### src/rtl/dff_mem_pkg.sv
// Shared types and constants for the two-requester DFF RAM controller.
// The RAM control byte carries lr_n in bit 7, ce_n in bit 6 and the address in the low bits.
package dff_mem_pkg;

   typedef enum logic [1:0] {IDLE, ISSUE, CAPTURE} state_t;

   localparam int           LR_N_BIT      = 7;
   localparam int           CE_N_BIT      = 6;
   localparam logic [7:0]   CTRL_IDLE     = 8'hC0;
   localparam int           MAX_RAM_BYTES = 64;

   // Writes drive lr_n low with ce_n high; reads drive ce_n low with lr_n high.
   function automatic logic [7:0] ctrl_cmd(input logic we, input logic [5:0] addr);
      logic [7:0] c;
      c           = {2'b00, addr};
      c[LR_N_BIT] = ~we;
      c[CE_N_BIT] = we;
      return c;
   endfunction

endpackage

### src/rtl/dff_mem_ctrl_if.sv
// Requester-side command/response bus for dff_mem_ctrl; requester 1 sits in the upper slices.
interface dff_mem_ctrl_if #(
   parameter int ADDR_BITS = 4
);
   logic [1:0]             req_valid;
   logic [1:0]             req_we;
   logic [2*ADDR_BITS-1:0] req_addr;
   logic [15:0]            req_wdata;
   logic [1:0]             req_ready;
   logic [1:0]             rsp_valid;
   logic [7:0]             rsp_rdata;

   modport master (
      output req_valid, req_we, req_addr, req_wdata,
      input  req_ready, rsp_valid, rsp_rdata
   );

   modport slave (
      input  req_valid, req_we, req_addr, req_wdata,
      output req_ready, rsp_valid, rsp_rdata
   );
endinterface

### src/rtl/rr_arb2.sv
// Two-way round-robin arbiter: combinational grant, registered last-grant pointer.
module rr_arb2 (
   input  logic       clk,
   input  logic       rst,
   input  logic [1:0] req,
   input  logic       accept,
   output logic [1:0] grant
);

   logic last_q;

   // On contention the requester that did not win last time gets the grant.
   always_comb begin
      grant = 2'b00;
      case (req)
         2'b01:   grant = 2'b01;
         2'b10:   grant = 2'b10;
         2'b11:   grant = last_q ? 2'b01 : 2'b10;
         default: grant = 2'b00;
      endcase
   end

   always_ff @(posedge clk or posedge rst) begin
      if (rst)
         last_q <= 1'b1;
      else if (accept)
         last_q <= grant[1];
   end

endmodule

### src/rtl/dff_mem_ctrl.sv
// Serialises read/write commands from two requesters onto the tt_um_dff_mem control and data
// buses, and returns registered read data on a per-requester one-cycle strobe.
module dff_mem_ctrl
   import dff_mem_pkg::*;
#(
   parameter int RAM_BYTES = 16
) (
   input  logic         clk,
   input  logic         rst,
   dff_mem_ctrl_if.slave bus,
   output logic [7:0]   mem_ui_in,
   output logic [7:0]   mem_uio_in,
   input  logic [7:0]   mem_uio_out,
   output logic         busy
);

   localparam int ADDR_BITS = $clog2(RAM_BYTES);

   if (RAM_BYTES > MAX_RAM_BYTES || RAM_BYTES < 2 || (RAM_BYTES & (RAM_BYTES - 1)) != 0) begin : g_bad_depth
      $error("dff_mem_ctrl: RAM_BYTES must be a power of two between 2 and 64");
   end

   state_t                 state;
   logic                   id_q;
   logic                   we_q;
   logic [1:0]             arb_req;
   logic [1:0]             grant;
   logic                   accept;
   logic                   gid;
   logic                   sel_we;
   logic [ADDR_BITS-1:0]   sel_addr;
   logic [7:0]             sel_wdata;

   assign arb_req = bus.req_valid & {2{state == IDLE}};

   rr_arb2 u_arb (
      .clk    (clk),
      .rst    (rst),
      .req    (arb_req),
      .accept (accept),
      .grant  (grant)
   );

   assign bus.req_ready = grant;
   assign accept        = |grant;
   assign busy          = (state != IDLE);

   assign gid       = grant[1];
   assign sel_we    = gid ? bus.req_we[1] : bus.req_we[0];
   assign sel_addr  = gid ? bus.req_addr[2*ADDR_BITS-1:ADDR_BITS] : bus.req_addr[ADDR_BITS-1:0];
   assign sel_wdata = gid ? bus.req_wdata[15:8] : bus.req_wdata[7:0];

   // The RAM samples the command at the end of ISSUE; a read's data is on uio_out during CAPTURE.
   always_ff @(posedge clk or posedge rst) begin
      if (rst) begin
         state         <= IDLE;
         mem_ui_in     <= CTRL_IDLE;
         mem_uio_in    <= 8'h00;
         id_q          <= 1'b0;
         we_q          <= 1'b0;
         bus.rsp_valid <= 2'b00;
         bus.rsp_rdata <= 8'h00;
      end else begin
         bus.rsp_valid <= 2'b00;
         case (state)
            IDLE: begin
               if (accept) begin
                  mem_ui_in  <= ctrl_cmd(sel_we, 6'(sel_addr));
                  mem_uio_in <= sel_we ? sel_wdata : 8'h00;
                  id_q       <= gid;
                  we_q       <= sel_we;
                  state      <= ISSUE;
               end else begin
                  mem_ui_in  <= CTRL_IDLE;
               end
            end
            ISSUE: begin
               mem_ui_in <= CTRL_IDLE;
               state     <= we_q ? IDLE : CAPTURE;
            end
            CAPTURE: begin
               bus.rsp_rdata <= mem_uio_out;
               bus.rsp_valid <= id_q ? 2'b10 : 2'b01;
               state         <= IDLE;
            end
            default: state <= IDLE;
         endcase
      end
   end

endmodule

### src/flat_wrapper.sv
// flat-port wrapper written by rule: the top's interface ports become plain ports
module dff_mem_ctrl_flat import dff_mem_pkg::*;
#(
   parameter int RAM_BYTES = 16
)
  (clk, rst, mem_ui_in, mem_uio_in, mem_uio_out, busy, bus_req_valid, bus_req_we, bus_req_addr, bus_req_wdata, bus_req_ready, bus_rsp_valid, bus_rsp_rdata);
  dff_mem_ctrl_if #(.ADDR_BITS(($clog2(RAM_BYTES)))) bus_i ();
  input  logic clk;
  input  logic rst;
  output logic [7:0] mem_ui_in;
  output logic [7:0] mem_uio_in;
  input  logic [7:0] mem_uio_out;
  output logic busy;
  input wire logic [$bits(bus_i.req_valid)-1:0] bus_req_valid;
  input wire logic [$bits(bus_i.req_we)-1:0] bus_req_we;
  input wire logic [$bits(bus_i.req_addr)-1:0] bus_req_addr;
  input wire logic [$bits(bus_i.req_wdata)-1:0] bus_req_wdata;
  output wire logic [$bits(bus_i.req_ready)-1:0] bus_req_ready;
  output wire logic [$bits(bus_i.rsp_valid)-1:0] bus_rsp_valid;
  output wire logic [$bits(bus_i.rsp_rdata)-1:0] bus_rsp_rdata;
  assign bus_i.req_valid = bus_req_valid;
  assign bus_i.req_we = bus_req_we;
  assign bus_i.req_addr = bus_req_addr;
  assign bus_i.req_wdata = bus_req_wdata;
  assign bus_req_ready = bus_i.req_ready;
  assign bus_rsp_valid = bus_i.rsp_valid;
  assign bus_rsp_rdata = bus_i.rsp_rdata;
  dff_mem_ctrl #(.RAM_BYTES(RAM_BYTES)) u_core (.clk(clk), .rst(rst), .bus(bus_i), .mem_ui_in(mem_ui_in), .mem_uio_in(mem_uio_in), .mem_uio_out(mem_uio_out), .busy(busy));
endmodule
### config.mk
export PLATFORM = sky130hd
export DESIGN_NAME = dff_mem_ctrl_flat
export DESIGN_NICKNAME = d
export VERILOG_FILES = /design/src/rtl/dff_mem_pkg.sv /design/src/rtl/dff_mem_ctrl_if.sv /design/src/rtl/rr_arb2.sv /design/src/rtl/dff_mem_ctrl.sv /design/src/flat_wrapper.sv
export SDC_FILE = /design/constraint.sdc
export NUM_CORES = 1
export LEC_CHECK = 0
export ABC_AREA = 1
export BUFFER_PORTS_ARGS = -buffer_cell sky130_fd_sc_hd__buf_2
export CORE_MARGIN = 10
export CORE_UTILIZATION = 45
export DETAILED_ROUTE_END_ITERATION = 7
export PLACE_DENSITY = 0.79
export REMOVE_ABC_BUFFERS = 1
export SLEW_MARGIN = 10
export SYNTH_ARGS = -nofsm -noshare
export SYNTH_HDL_FRONTEND = slang
export SYNTH_HIERARCHICAL = 1
export SYNTH_SLANG_ARGS = --single-unit
export TNS_END_PERCENT = 5
### constraint.sdc
create_clock -name clk -period 1.7 [get_ports clk]
set_input_delay 0 -clock clk [delete_from_list [all_inputs] [get_ports clk]]
set_output_delay 0 -clock clk [all_outputs]
set_load 0.02 [all_outputs]
-- Yosys cells after proc, flatten, opt, wreduce, memory -nomap -nowiden
Cells that the tools add are included.
W data, S select, Z words.
- eq/ne operators: 6
- mux-type cells: 13
- bitwise gates (word level): 2
- reduce and logical (&&, ||, !) cells: 5
- operators by type and width (cell ; count):
    $mux W8 ; 3
    $pmux W8 S2 ; 1
    $mux W2 ; 5
    $eq A2 B2 Y1 const B ; 3
    $pmux W2 S3 ; 1
    $eq A2 B1 Y1 const B ; 2
    $mux W4 ; 1
    $pmux W2 S2 ; 1
    $reduce_bool A2 Y1 ; 2
    $and A2 B2 Y2 ; 1
    $logic_not A2 Y1 ; 1
    $ne A2 B1 Y1 const B ; 1
    $reduce_and A2 Y1 ; 1
    $reduce_or A2 Y1 ; 1
    $mux W1 ; 1
    $not A1 Y1 ; 1
- bits in registers: 31
- output and inout port bits: 29
- word-level logic and storage cells: 34

-- Logic depth before layout (Yosys ltp)
- word-level depth: 8
- mapped depth: 12
- mapped depth without buffers: 10

-- Modules after synthesis
The synthesis kept the hierarchy.
- modules (own cells, without submodules) (module ; times used ; cells each ; area an instance (µm²) ; seq. area each (µm²)):
    dff_mem_ctrl ; 1 ; 166 ; 1293.7 ; 703.2
    rr_arb2 ; 1 ; 10 ; 67.6 ; 26.3

-- Worst setup path before layout
Ideal clock, no wire load.
- path type: register to register
- start point: register u_core.state[1]
- end point: register u_core.id_q
- library setup time: 0.123 ns
- arrival: 1.709 ns
- data required time: 1.577 ns
- slack: -0.132 ns
- cell stages (with the launch flop): 12
- buffers on the path: 2
- period minus slack after synthesis: 1.832 ns
- cell sequence: dfrtp_1 buf_6 clkinv_2 nand2_4 nor2_1 a21boi_1 inv_1 nand2_2 nand2_1 buf_2 nand2_1 o21ai_1
- longest elaborated chain between the ends: 6
- elaborated cells on any way between the ends: 8
- those cells by class: eq/ne: 3; mux: 1; bitwise: 1; reduce/logical: 3
- ends and longest elaborated chain (what ; RTL line ; RTL):
    from (decl) ; dff_mem_ctrl.sv:23 ; state_t state;
    from (signal assigned) ; dff_mem_ctrl.sv:79 ; state <= we_q ? IDLE : CAPTURE;
    $logic_not A2 Y1 (*) ; dff_mem_ctrl.sv:34 ; assign arb_req = bus.req_valid & {2{state == IDLE}};
    $and A2 B2 Y2 (*) ; dff_mem_ctrl.sv:34 ;
    named net u_core.arb_req[0] ; dff_mem_ctrl.sv:26 ; logic [1:0] arb_req;
    $eq A2 B2 Y1 / $eq A2 B1 Y1 (equally long branches) ; rr_arb2.sv:15 ; case (req)
    $pmux W2 S3 (*) ; rr_arb2.sv:15 ;
    named net bus_req_ready[0] ; flat_wrapper.sv:18 ; output wire logic [$bits(bus_i.req_ready)-1:0] bus_req_ready;
    $reduce_or A2 Y1 (*) ; dff_mem_ctrl.sv:45 ; assign accept = |grant;
    named net u_core.accept ; dff_mem_ctrl.sv:28 ; logic accept;
    $reduce_and A2 Y1 (no source line) (*) ; -- ;
    to (signal assigned) ; dff_mem_ctrl.sv:70 ; id_q <= gid;
    to (decl) ; dff_mem_ctrl.sv:24 ; logic id_q;
Mark *: on every way through the listed nets, which the timed path passes. The rest lies on a longest branch.
A chain may end at the register's enable or synchronous reset.

-- Worst setup path in the final report
- start point: register u_core.state[0]
- end point: register u_core.we_q
- longest elaborated chain between the ends: 6
- elaborated cells on any way between the ends: 9
- those cells by class: eq/ne: 3; mux: 2; bitwise: 1; reduce/logical: 3
- ends and longest elaborated chain (what ; RTL line ; RTL):
    $logic_not A2 Y1 (*) ; dff_mem_ctrl.sv:34 ;
    $and A2 B2 Y2 (*) ; dff_mem_ctrl.sv:34 ;
    named net u_core.arb_req[0] ; dff_mem_ctrl.sv:26 ;
    $eq A2 B2 Y1 / $eq A2 B1 Y1 (equally long branches) ; rr_arb2.sv:15 ;
    $pmux W2 S3 (*) ; rr_arb2.sv:15 ;
    $reduce_or A2 Y1 ; dff_mem_ctrl.sv:45 ;
    $reduce_and A2 Y1 (no source line) ; -- ;
    to (signal assigned) ; dff_mem_ctrl.sv:71 ; we_q <= sel_we;
    to (decl) ; dff_mem_ctrl.sv:25 ; logic we_q;
Marked as above.

==> flow_metrics.tcl <==
set metrics [dict create \
    ys_seq_elements 29 \
    drive_above_1_share 0.346 \
    power_mw 3.38 \
    crit-reg2reg-launch "u_core/state[0]" \
    initial_core_util 0.481 \
    yosys_warnings 6 \
    syn_to_final_growth_pct 56.8 \
    fin_cells 311 \
    finalHoldViolations 0 \
    critPathKind "flip-flop to flip-flop" \
    cp_cell_sequence "inv_2 > nand2_4 > nor2_1 > nand2_1 > and2_1 > buf_4 > nor2_4 > nor2_4 > buf_12 > nor2_1 > nor2_1" \
    finalClockSkew_ns 0.00497 \
    post-route-util 0.755 \
    critPathTopFamily "simple AND/OR/NAND/NOR gates" \
    startpoint_type "flip-flop" \
    r2r_cells 11 \
    avgSynthCellArea_um2 7.73 \
    grt_pass1_wl_mm 6.63 \
    max_cap_viol_count 0 \
    cp_num_buf_inv 3 \
    viasPerCell 4.76 \
    r2r_setup_slack_ns 0.05 \
    hpwl_mm 2.82 \
    drv_slew 0 \
    dieWidth_um 75 \
    holdPathStages 5 \
    ys_types 21 \
    hp-start "bus_req_wdata[13]" \
    hold_path_end "u_core/mem_uio_in[5]" \
    num_rows 19 \
    pwr-share-clk 0.119 \
    clk_latency_ns 0.33 \
    grt-ovfl-total 0 \
    period_share 0.968 \
    wl_mm 4.29 \
    comb_power_share 0.550 \
    grt_max_degree 29 \
    routabilityCongestion 0.826 \
    dr.pass1.iters 6 \
    synth-seq-area-share 0.536 \
    ir_worst_vdd_mv 1.11 \
    h-tree-depth 2 \
    p_sw_frac 0.464 \
    path_clk_slew_ns 0.10 \
    place_area_um2 1730 \
    vias 1479 \
    p_leak_nw 1.23 \
    drt_iter0_drc 81 \
    cellPowerDensity_nw_per_um2 1580 \
    die_y_um 75 \
    period_needed_ns 1.65 \
    worstSetupEndpointType "flip-flop" \
    final_common_cell "nand2_1" \
    cts_buffers 5 \
    design_area_um2 2130 \
    cts-root-buf "clkbuf_4" \
    r2r_end "u_core/we_q" \
    cp.required_ns 1.93 \
    final_cell_mix "nand2_1, buf_2, dlygate4sd3_1" \
    status "completed" \
    dieArea_um2 5630 \
    diodes 0 \
    finalWorstSetupSlack_ns 0.0536 \
    max_freq_mhz 607 \
    syn-cell-area_um2 1360 \
    clk_path_buf_depth 2 \
    dp.cells 272 \
    synthCells 176 \
    crit_arrival_ns 1.88 \
    dp_slack_ns 0.0355 \
    core_area_um2 2830 \
    drcViolationCount 0 \
    io-pin-count 67 \
    finish.net_count 317 \
    path_common_cell "nor2_1" \
    portBuffers 64 \
    critPathSlowestCell "dfrtp_1" \
    antenna_found_initial 0 \
    p_sw_mw 1.57 \
    ant_nets 0 \
    wl_per_cell_um 13.8 \
    cpPeakStageDelay_ns 0.41 \
    tritoncts "yes" \
    p_int_mw 1.81 \
    cts_sinks 29 \
    hold_path.class "input port to flip-flop" \
    first_global_vias 1454 \
    cp_max_fo 15 \
    share_seq_of_total_power 0.331 \
    setup_violations 0 \
    gr-usage-all-layers 0.152 \
]
==> sequential cells by signal, summed over array words and instances, names as in the netlist <==
name                  cells
u_core/bus.rsp_valid      2
u_core/mem_ui_in          6
u_core/id_q               1
u_core/bus.rsp_rdata      8
u_core/mem_uio_in         8
u_core/state              2
u_core/u_arb/last_q       1
u_core/we_q               1
==> power groups by stage <==
| stage | registers [mW] | logic, mW | clock network (mW) |
|---|---|---|---|
| global placement | 1.12 | 1.63 | 0 |
| finish | 1.12 | 1.86 | 0.403 |
| detailed placement | 1.12 | 1.66 | 0 |
| floorplan | 1.42 | 0.720 | 0 |
| CTS | 1.11 | 1.72 | 0.416 |
| global route | 1.16 | 2.03 | 0.437 |
==> worst max path at each step <==
stage,from,endpoint,cells after the start
floorplan,u_core/state[1],u_core/we_q,10
global placement,u_core/state[0],u_core/we_q,10
detailed placement,u_core/state[0],u_core/mem_uio_in[1],9
CTS,u_core/state[0],u_core/mem_uio_in[4],9
global route,u_core/state[0],u_core/we_q,11
finish,u_core/state[0],u_core/we_q,11
==> layout make-up <==
class                      instances  area [um^2]
sequential                        29          729
timing repair buffer             104          708
fill                             202          694
multi-input combinational        128          561
inverter                          11         42.5
tap                               31         38.8
clock buffer                       5         37.5
clock inverter                     3         17.5
==> through the flow <==
| stage | hold slack [ns] | TNS (ns) |
|---|---|---|
| floorplan | -0.110 | -7.75 |
| global placement | 0.00557 | 0 |
| CTS | 0.00360 | 0 |
| detailed placement | 0.00911 | 0 |
| finish | 0.0210 | 0 |
| global route | 0.0181 | -0.0364 |
==> per-layer routing <==
layer | up-vias | part of all wire | GRT usage | routed length (um)
met3 | 7 | 0.10 | 0.0644 | 436
met5 | - | 0 | 0 | 0
met2 | 56 | 0.50 | 0.255 | 2140
met1 | 675 | 0.39 | 0.165 | 1650
li1 | 741 | - | - | -
met4 | 0 | 0.015 | 0.0651 | 63
==> cell families (layout without fill, tap and decap cells) <==
kind of cell           count (synthesis)  in the layout  synth area share
AND/OR/NAND/NOR                      123            123             0.372
flip-flops                            29             29             0.536
buffers and inverters                 20            123            0.0763
AO/OA/AOI/OAI                          3              3            0.0129
other                                  1              2           0.00275
==> synth_stat cells <==
cell      number  area, um^2
a21boi_1       1        7.51
nor3_1         1        5.00
nand2_4        1        11.3
buf_4          2        15.0
dfrtp_1       26         651
conb_1         1        3.75
nor2_4         1        11.3
nand2_1       88         330
nor2_1        12        45.0
dfstp_2        3        78.8
buf_6          2        22.5
nand2_2        2        12.5
and2_1         1        6.26
nand3_1       17        85.1
inv_1          9        33.8
clkbuf_1       1        3.75
inv_2          1        3.75
buf_2          4        20.0
clkinv_2       1        5.00
o21ai_1        1        5.00
a21oi_1        1        5.00
==> worst register-to-register path, cell delays in order (launching register included) <==
cell	delay [ns]
dfrtp_1	0.41
inv_2	0.09
nand2_4	0.08
nor2_1	0.12
nand2_1	0.08
and2_1	0.16
buf_4	0.16
nor2_4	0.12
nor2_4	0.04
buf_12	0.14
nor2_1	0.10
nor2_1	0.06
==> repair_timing <==
item / CTS / global route
hold buffers: 30 / 0
endpoints found under the setup margin: 0 / 16
endpoints found under the hold margin: 47 / 0
buffers inserted: 0 / 1
resized for setup: 0 / 9
(Power assumes the default switching activity.)
